### src/rtl/riscv_issue_queue_pkg.sv
// Core pipeline constants shared between the issue queue and the dual-issue decoder.
// These are the pop-count values decode drives to say how many entries it retired this cycle.
package riscv_issue_queue_pkg;

    localparam logic [1:0] POP_NONE = 2'd0;
    localparam logic [1:0] POP_ONE  = 2'd1;
    localparam logic [1:0] POP_TWO  = 2'd2;

    // Decode may drive 3 on a glitchy path; anything above two retires two.
    function automatic logic [1:0] pop_saturate(input logic [1:0] raw);
        return (raw > POP_TWO) ? POP_TWO : raw;
    endfunction

endpackage

### src/rtl/riscv_issue_queue.sv
// Instruction issue queue: single-wide valid/ready input from the fetch skid buffer,
// the two oldest entries presented in parallel to dual-issue decode, and a flush
// that empties the queue together with the rest of the front end.
module riscv_issue_queue
    import riscv_issue_queue_pkg::*;
#(
    parameter int DATA_WIDTH = 32,
    parameter int DEPTH      = 4
) (
    input  logic                  clk,
    input  logic                  srst_n,
    input  logic                  flush,
    input  logic [DATA_WIDTH-1:0] data_in,
    input  logic                  data_in_valid,
    output logic                  data_in_ready,
    output logic                  out0_valid,
    output logic [DATA_WIDTH-1:0] out0_data,
    output logic                  out1_valid,
    output logic [DATA_WIDTH-1:0] out1_data,
    input  logic [1:0]            pop_cnt
);

    localparam int PTR_W = $clog2(DEPTH);
    localparam int CNT_W = PTR_W + 1;

    logic [DATA_WIDTH-1:0] storage [DEPTH];
    logic [PTR_W-1:0]      rd_ptr;
    logic [PTR_W-1:0]      wr_ptr;
    logic [PTR_W-1:0]      rd_ptr_plus1;
    logic [CNT_W-1:0]      count;

    logic                  push;
    logic [1:0]            req_pop;
    logic [1:0]            eff_pop;
    logic                  over_pop;

    // Ready comes only from the registered count, so a same-cycle pop never opens a slot
    // while full; flush suppresses the push and the pop, and over-pops clamp to occupancy.
    always_comb begin
        data_in_ready = (count != CNT_W'(DEPTH));
        push          = data_in_valid & data_in_ready & ~flush;
        req_pop       = pop_saturate(pop_cnt);
        over_pop      = srst_n & ~flush & (CNT_W'(req_pop) > count);
        eff_pop       = POP_NONE;
        if (!flush) begin
            if (CNT_W'(req_pop) > count) begin
                eff_pop = count[1:0];
            end else begin
                eff_pop = req_pop;
            end
        end
    end

    // Pointer and occupancy bookkeeping; reset and flush both return to empty.
    always_ff @(posedge clk) begin
        if (!srst_n || flush) begin
            rd_ptr <= '0;
            wr_ptr <= '0;
            count  <= '0;
        end else begin
            if (push) begin
                wr_ptr <= wr_ptr + PTR_W'(1);
            end
            rd_ptr <= rd_ptr + PTR_W'(eff_pop);
            count  <= count + CNT_W'(push) - CNT_W'(eff_pop);
        end
    end

    // Entry storage carries no reset: contents are only looked at while counted as valid.
    always_ff @(posedge clk) begin
        if (srst_n && push) begin
            storage[wr_ptr] <= data_in;
        end
    end

    // Present the two oldest entries straight from storage; the second index wraps on its own.
    always_comb begin
        rd_ptr_plus1 = rd_ptr + PTR_W'(1);
        out0_valid   = (count >= CNT_W'(1));
        out1_valid   = (count >= CNT_W'(2));
        out0_data    = storage[rd_ptr];
        out1_data    = storage[rd_ptr_plus1];
    end

`ifndef SYNTHESIS
    // Decode asking for more entries than are present is a protocol slip upstream of us;
    // the queue survives it by clamping, but it should be visible in simulation.
    always @(posedge clk) begin
        assert (!over_pop)
        else $warning("riscv_issue_queue: pop_cnt exceeds occupancy, pop clamped");
    end
`endif

endmodule

### config.mk
export PLATFORM = sky130hd
export DESIGN_NAME = riscv_issue_queue
export DESIGN_NICKNAME = d
export VERILOG_FILES = /design/src/rtl/riscv_issue_queue_pkg.sv /design/src/rtl/riscv_issue_queue.sv
export SDC_FILE = /design/constraint.sdc
export NUM_CORES = 1
export LEC_CHECK = 0
export CAP_MARGIN = 20
export CORE_MARGIN = 8
export CORE_UTILIZATION = 53
export CTS_CLUSTER_SIZE = 24
export DETAILED_ROUTE_END_ITERATION = 16
export GPL_TIMING_DRIVEN = 1
export PLACE_DENSITY = 0.8
export SYNTH_ARGS = -nofsm -noshare
export SYNTH_HDL_FRONTEND = slang
export SYNTH_SLANG_ARGS = --single-unit
### constraint.sdc
create_clock -name clk -period 3.8 [get_ports clk]
set_clock_uncertainty 0.15 [all_clocks]
set_input_delay 0.57 -clock clk [delete_from_list [all_inputs] [get_ports clk]]
set_output_delay 0.57 -clock clk [all_outputs]
set_load 0.02 [all_outputs]
Yosys cells after proc, flatten, opt, wreduce, memory -nomap -nowiden:

Memory sizes are Yosys's and may differ from the RTL's. A register that Yosys moved wholly into a read port is not among the register bits.
Index checks and enable logic that the tools add are counted.

* $lt $le $gt $ge: 4
* reductions and logical operators: 3
* eq/ne operators: 1
* add/subtract/negate cells: 5
* bitwise gates (word level): 3
* muxes and demuxes: 6

Operators with widths (count)
* 2-bit 2-to-1 mux: 4
* 2-bit by 1-bit adder with 2-bit output, second input constant: 2
* 3-bit by 1-bit adder with 3-bit output: 1
* 3-bit by 1-bit >= comparator with 1-bit output, second input constant: 1
* 3-bit by 2-bit >= comparator with 1-bit output, second input constant: 1
* 2-bit by 3-bit > comparator with 1-bit output: 1
* 3-bit inequality test, second input constant: 1
* 3-bit by 2-bit subtractor with 3-bit output: 1
* 2-bit adder: 1
* 1-bit bitwise AND: 2
* 2-bit > comparator, second input constant: 1
* 1-bit 2-to-1 mux: 2
* 1-bit logical AND: 1
* 1-bit logical NOT: 1
* 1-bit logical OR: 1
* 1-bit inverter: 1

* logic and storage cells: 26
* input bits: 38
* bits in registers: 7
* output and inout bits: 67
* memories kept: 1
* memory bits (writable): 128

Memory list
* storage: depth 4, width 32, rd ports 2, clocked after memory_dff 1, write ports 1, line riscv_issue_queue.sv:26 `logic [DATA_WIDTH-1:0] storage [DEPTH];`

Longest topological paths before layout:

Gate-level depths: netlist of the first run.

* word-level depth: 7
* mapped depth: 12
* mapped depth without buffers: 12

Least setup slack after synthesis of the first run:

Ideal clock, no wire load.

* path kind: input to register
* start: input port pop_cnt[1]
* end: register count[2]
* slack: 0.795 ns
* stages: 10
* setup time: 0.115 ns
* data required time: 3.535 ns
* arrival: 2.739 ns
* buffers on the path: 0
* cell sequence: nand2b_1 ha_1 a21oi_2 o21ai_2 mux2_4 or3_2 fa_1 xnor2_1 xnor2_1 nor2_1

* cells in the longest elaborated chain, start to end: 6

Ends and longest elaborated chain
* start: declaration: line riscv_issue_queue.sv:20 `input logic [1:0] pop_cnt`
* 2-bit > comparator: line riscv_issue_queue_pkg.sv:11 `return (raw > POP_TWO) ? POP_TWO : raw;`
* 2-bit 2-to-1 mux (*): line riscv_issue_queue_pkg.sv:11
* 2-bit by 3-bit > comparator with 1-bit output: line riscv_issue_queue.sv:46 `if (CNT_W'(req_pop) > count) begin`
* 2-bit 2-to-1 mux (*): line riscv_issue_queue.sv:46
* 2-bit 2-to-1 mux (*): line riscv_issue_queue.sv:45 `if (!flush) begin`
* 3-bit by 2-bit subtractor with 3-bit output (*): line riscv_issue_queue.sv:65 `count <= count + CNT_W'(push) - CNT_W'(eff_pop);`
* end signal: assignment: line riscv_issue_queue.sv:65
* end: declaration: line riscv_issue_queue.sv:30 `logic [CNT_W-1:0] count;`

Every way passes the cells marked *; elsewhere a longest branch is shown, timed or not.
A chain may end at the register's enable or synchronous reset.

Worst setup path in the final report of the first run:

* start: register rd_ptr[1]
* end: output port out1_data[1]

* cells in the longest elaborated chain, start to end: 2

Ends and longest elaborated chain
* start: declaration: line riscv_issue_queue.sv:27 `logic [PTR_W-1:0] rd_ptr;`
* start signal: assignment: line riscv_issue_queue.sv:64 `rd_ptr <= rd_ptr + PTR_W'(eff_pop);`
* 2-bit by 1-bit adder with 2-bit output: line riscv_issue_queue.sv:78 `rd_ptr_plus1 = rd_ptr + PTR_W'(1);`
* memory read 4 x 32 bit
* end: declaration: line riscv_issue_queue.sv:19 `output logic [DATA_WIDTH-1:0] out1_data,`

Every way passes these cells.

==> impl_metrics.yaml, run 1 <==
outcome:
  status: "finished clean"
floorplanning:
  die_area_um2: 14700
  row_count: 38
  die_y_um: 121
  start_util_pct: 54.2
  dieWidth_um: 121
  core_area_um2: 10800
  io_pins: 105
worst_setup_path:
  slowest_stage: "dfxtp_4"
  crit_fanout: 24
  crit_chain: "buf_12 > mux4_2 > clkdlybuf4s50_1"
  r2r_end: "count[2]$_SDFF_PP0_"
  startpoint: "rd_ptr[1]$_SDFF_PP0_"
  rrSetupSlack_ps: 720
  crit_required_ps: 3080
  r2r_cells: 10
  cp_data_arrival_time_ps: 2530
  endpoint_kind: "output port"
  cp-start-kind: "register"
  crit_type: "reg -> out"
  max_stage_delay_ps: 620
  r2r_start: "count[1]$_SDFF_PP0_"
route:
  routed_wirelength_um: 12000
  wl_per_cell_um: 22.6
  drc: 0
  dr_total_vias: 3156
  vias_per_cell: 5.92
  ant_nets: 0
  firstDrtPassIters: 4
  drt_iter0_markers: 198
sta:
  slew_headroom_pct: 61.4
  period_minus_slack_ps: 3250
  slew_viol_final: 0
  final_hold_viol_count: 0
  worst_pin_slew_ps: 579
  period_share_pct: 85.5
  setup_tns_ps: 0
  max_freq_ghz: 0.308
  rsz0062_at_grt: "false"
  setup_viol: 0
grt:
  grt_first_pass_wirelength_um: 18600
  grt_use_total_pct: 16.9
  grt_max_degree: 44
  antenna_found_initial: 0
  gr-total-overflow: 0
  grt_pass1_vias: 3334
worst_hold_path:
  hp-class: "reg -> reg"
  min_from: "wr_ptr[1]$_SDFFE_PP0N_"
  holdPathStages: 2
  whs_endpoint: "wr_ptr[1]$_SDFFE_PP0N_"
synthesis:
  syn-num-nets: 309
  yosysWarnings: 0
  synthTopCellsByArea: "edfxtp_1 (65%), mux4_2 (25%), dfxtp_1 (2.4%)"
  async_flop_share_pct: 0
  synth_common_cells: "edfxtp_1 (128), mux4_2 (64), buf_2 (10)"
  avgSynthCellArea_um2: 22.4
  yosysTopAreaCell: "edfxtp_1"
  synth-edff-count: 128
  synthFlopType: "edfxtp_1"
  ys_seq_area_share_pct: 67.8
  synth_top_area_share_pct: 65.4
  synth_most_common_cell: "edfxtp_1"
  syn_inst: 262
  syn-cell-area_um2: 5870
  ys_ff_latch: 135
  synthDistinctLibCells: 27
final_layout:
  final_nets: 427
  layout-drive-gt1-share_pct: 28.0
  areaGrowthSynthToFinish_pct: 32.1
  final_cells: 533
  antennaDiodeCount: 0
clock_tree:
  cts_buffers: 17
  htree_levels: 4
  insertion_delay_ps: 500
  cts_root_buf: "clkbuf_8"
  cts_buffer_depth: 2
  clk_pin_slew_ps: 60
  postCtsHoldBufs: 0
  ctsResizeCount: 0
  cts_sinks: 135
  cts_setup_buffers: 0
  cts_tree: "yes"
placed_design:
  gp_congestion: 0.718
  dp_hpwl_um: 8210
  dp.cells: 501
  numPortBuffers: 104
power_and_ir_drop:
  leakagePower_nw: 2.50
  powerDensity_nw_per_um2: 500
  ir_drop_uv: 330
  finalPower_mw: 3.88
job:
  cap_violations: 0
how the worst max path moves through the flow:
stage / to / slack (ps) / cells after the start
detailed placement: count[2]$_SDFF_PP0_ / 200 / 11
global route: out1_data[3] / 410 / 3
floorplan: count[2]$_SDFF_PP0_ / 800 / 10
finish: out1_data[1] / 550 / 3
CTS: out0_data[1] / 490 / 3
global placement: count[2]$_SDFF_PP0_ / 280 / 11
worst max-delay path, delay by kind of cell, from the launching register on:
family / cells / cell delay [ps]
buffers and inverters: 2 / 830
flip-flops: 1 / 620
multiplexers: 1 / 560
cell families (layout without fill, tap and decap cells):
group,Yosys count,in the layout,share of synthesized area (%)
buffers and inverters,20,151,1.49
adder cells (fa/ha/maj),9,9,2.05
AND/OR/NAND/NOR,21,21,2.11
multiplexers,68,68,25.3
flip-flops,135,135,67.8
AO/OA/AOI/OAI,4,4,0.469
XOR/XNOR,5,5,0.746
report_power, final:
part	switching, mW	total [mW]	internal (mW)	leakage [nW]
combinational	0.221	0.484	0.263	0.979
clock	0.543	1.72	1.18	0.303
sequential	0.0236	1.68	1.65	1.21
total	0.787	3.88	3.09	2.50
registers in the layout (all words and copies together) (netlist names):
| signal | cells |
|---|---|
| storage | 128 |
| count | 3 |
| rd_ptr | 2 |
| wr_ptr | 2 |
routing by layer:
layer | vias to the layer above | routed length (um) | global-route usage [%]
li1 | 1366 | - | -
met1 | 1629 | 4930 | 21.0
met5 | - | 0 | 0
met2 | 150 | 6000 | 27.6
met3 | 11 | 1030 | 5.49
met4 | 0 | 84 | 5.17
placed cells by master (no fill, tap or decap):
cell type / count
edfxtp_1: 128
clkdlybuf4s50_1: 104
mux4_2: 64
clkbuf_16: 16
ha_1: 8
clkinv_1: 8
buf_4: 8
bufinv_16: 6
inv_1: 5
dfxtp_1: 5
and3_2: 4
nor2_1: 4
mux2i_1: 3
and2_1: 3
xnor2_1: 3
nand2b_1: 2
or2_2: 2
or3_2: 2
xor2_1: 2
buf_12: 2
nand3_1: 1
and2b_1: 1
a21oi_2: 1
o21ai_2: 1
mux2_4: 1
nor2b_1: 1
o21ai_0: 1
a21oi_1: 1
or3_1: 1
fa_1: 1
clkbuf_8: 1
clkbuf_1: 1
dfxtp_2: 1
dfxtp_4: 1
layout make-up:
class	instances	area, um^2
clock inverters	14	210
flip-flops and latches	135	3990
well taps	140	175
clock buffers	18	418
multi-input cells	107	1810
repair buffers	114	1140
inverters	5	18.8
fillers	655	3080
metrics by stage:
stage / utilization [%] / hold WS (ps) / setup slack (ps) / cell area, um^2
after detailed placement: 65.8 / 398 / 202 / 7130
after floorplan: - / 302 / 795 / 5870
final: 71.6 / 404 / 550 / 7760
after CTS: 71.6 / 408 / 485 / 7760
after global routing: 71.6 / 464 / 407 / 7760
after global placement: 65.8 / 393 / 279 / 7130
Note: power is estimated with default switching activity, not from simulation.
==> run 2: changes to the inputs <==
Settings changed: CORE_MARGIN 8 to unset.
==> run 2 against run 1 <==
The flow now finishes with violations (design-rule violations). Power about the same. Final cell count decreased by 0.38%. Global-route usage increased by 4.1 points. Worst hold slack improved by 20 ps. Non-clock buffer count decreased by 2. Combinational power decreased by 2%. Register-to-register slack improved by 70 ps. Core utilization decreased by 0.21 points. Critical path type unchanged. Flip-flop and latch count unchanged. Cell area decreased by 0.29%. Die area decreased by 22%.
==> impl_metrics.yaml, run 2 (synthesis gave the netlist of run 1 again) <==
final_layout:
  reg_top3: "storage (128), count (3)"
  final_common_cell: "edfxtp_1"
  final_cells: 531
  largest_register_ffs: 128
  final_nets: 425
  mostFrequentLayoutCells: "edfxtp_1 (128), clkdlybuf4s50_1 (104), mux4_2 (64)"
  layout-drive-gt1-share_pct: 29.9
  areaGrowthSynthToFinish_pct: 31.7
  antennaDiodeCount: 0
  largest_register: "storage"
sta:
  rsz0062_at_grt: "false"
  setup_tns_ps: 0
  slew_viol_final: 0
  slew_headroom_pct: 67.2
  final_hold_viol_count: 0
  worst_pin_slew_ps: 493
  setup_viol: 0
  period_share_pct: 87.6
  max_freq_ghz: 0.300
  hold_ws_ps: 424
  period_minus_slack_ps: 3330
clock_tree:
  postCtsHoldBufs: 0
  cts_setup_buffers: 0
  cts_sinks: 135
  htree_levels: 4
  cts_buffers: 17
  insertion_delay_ps: 520
  ctsResizeCount: 0
  cts_root_buf: "clkbuf_8"
  cts_tree: "yes"
  clk_pin_slew_ps: 60
  cts_buffer_depth: 2
floorplanning:
  die_y_um: 107
  row_count: 38
  io_pins: 105
  dieWidth_um: 107
  start_util_pct: 54.2
  die_area_um2: 11500
  core_area_um2: 10800
worst_setup_path:
  rrSetupSlack_ps: 790
  cp_data_arrival_time_ps: 2610
  crit_type: "reg -> out"
  cp-start-kind: "register"
  crit_fanout: 30
  r2r_start: "count[1]$_SDFF_PP0_"
  crit_required_ps: 3080
  endpoint_kind: "output port"
  r2r_cells: 10
  r2r_end: "count[2]$_SDFF_PP0_"
power_and_ir_drop:
  comb_power_share_pct: 12.2
  ir_drop_uv: 438
  seqPwrFrac_pct: 43.3
  swShare_pct: 21.2
  powerDensity_nw_per_um2: 501
  clkPwrFrac_pct: 44.6
  p_switching_mw: 0.823
  p_int_mw: 3.06
  leakagePower_nw: 2.49
worst_hold_path:
  min_from: "wr_ptr[1]$_SDFFE_PP0N_"
  holdPathStages: 2
  hp-class: "reg -> reg"
  whs_endpoint: "wr_ptr[1]$_SDFFE_PP0N_"
job:
  cap_violations: 0
grt:
  antenna_found_initial: 0
  gr-total-overflow: 0
  grt_first_pass_wirelength_um: 17200
  grt_max_degree: 39
  grt_pass1_vias: 3274
  grt_use_total_pct: 21.0
outcome:
  status: "complete, but fails checks"
  violations: "design-rule violations"
route:
  drc: 1
  dr_total_vias: 3122
  routed_wirelength_um: 11100
  vias_per_cell: 5.88
  drt_iter0_markers: 233
  ant_nets: 0
  firstDrtPassIters: 10
  wl_per_cell_um: 20.9
placed_design:
  numPortBuffers: 104
  dp.cells: 499
  gp_congestion: 0.685
  dp_hpwl_um: 6980
## run 2: worst max-delay path, cell delays in order, from the launching register on
cell and delay (ps):
dfxtp_4 630, buf_12 310, mux4_2 570, clkdlybuf4s50_1 560
## run 2: through the flow
step | area [um^2] | power, mW | utilization [%] | worst slack (ps)
2_1_floorplan | 5870 | 1.98 | - | 795
3_3_place_gp | 7100 | 2.17 | 65.5 | 272
3_5_place_dp | 7100 | 2.18 | 65.5 | 171
4_1_cts | 7740 | 3.92 | 71.4 | 385
5_1_grt | 7740 | 4.01 | 71.4 | 299
6_report | 7740 | 3.88 | 71.4 | 470
## run 2: layer usage
metal | share of wire [%] | vias up | routed length, um | track usage, %
met5 | 0 | - | 0 | 0
met4 | 0.87 | 0 | 97 | 7.34
met3 | 5.6 | 8 | 626 | 5.57
met2 | 51 | 122 | 5720 | 33.8
met1 | 42 | 1629 | 4670 | 28.0
li1 | - | 1363 | - | -
## run 2: power groups by stage
stage                     sequential, mW  combinational, mW  clock (mW)
final                               1.68              0.472        1.73
after global routing                1.68              0.500        1.83
after CTS                           1.68              0.477        1.77
after detailed placement            1.71              0.475           0
after global placement              1.71              0.465           0
after floorplan                     1.69              0.285           0
## run 2: cell type report
type / count / area [um^2]
Tap cell: 140 / 175
Sequential cell: 135 / 3990
Timing Repair Buffer: 112 / 1110
Clock buffer: 18 / 428
Fill cell: 682 / 3100
Clock inverter: 14 / 205
Inverter: 5 / 18.8
Multi-Input combinational cell: 107 / 1810
## run 2: how the worst max path moves through the flow
stage,from,end,slack [ps]
global route,rd_ptr[1]$_SDFF_PP0_,out0_data[22],300
CTS,rd_ptr[1]$_SDFF_PP0_,out1_data[19],380
floorplan,pop_cnt[1],count[2]$_SDFF_PP0_,800
global placement,pop_cnt[1],count[2]$_SDFF_PP0_,270
finish,rd_ptr[1]$_SDFF_PP0_,out0_data[22],470
detailed placement,pop_cnt[1],count[2]$_SDFF_PP0_,170
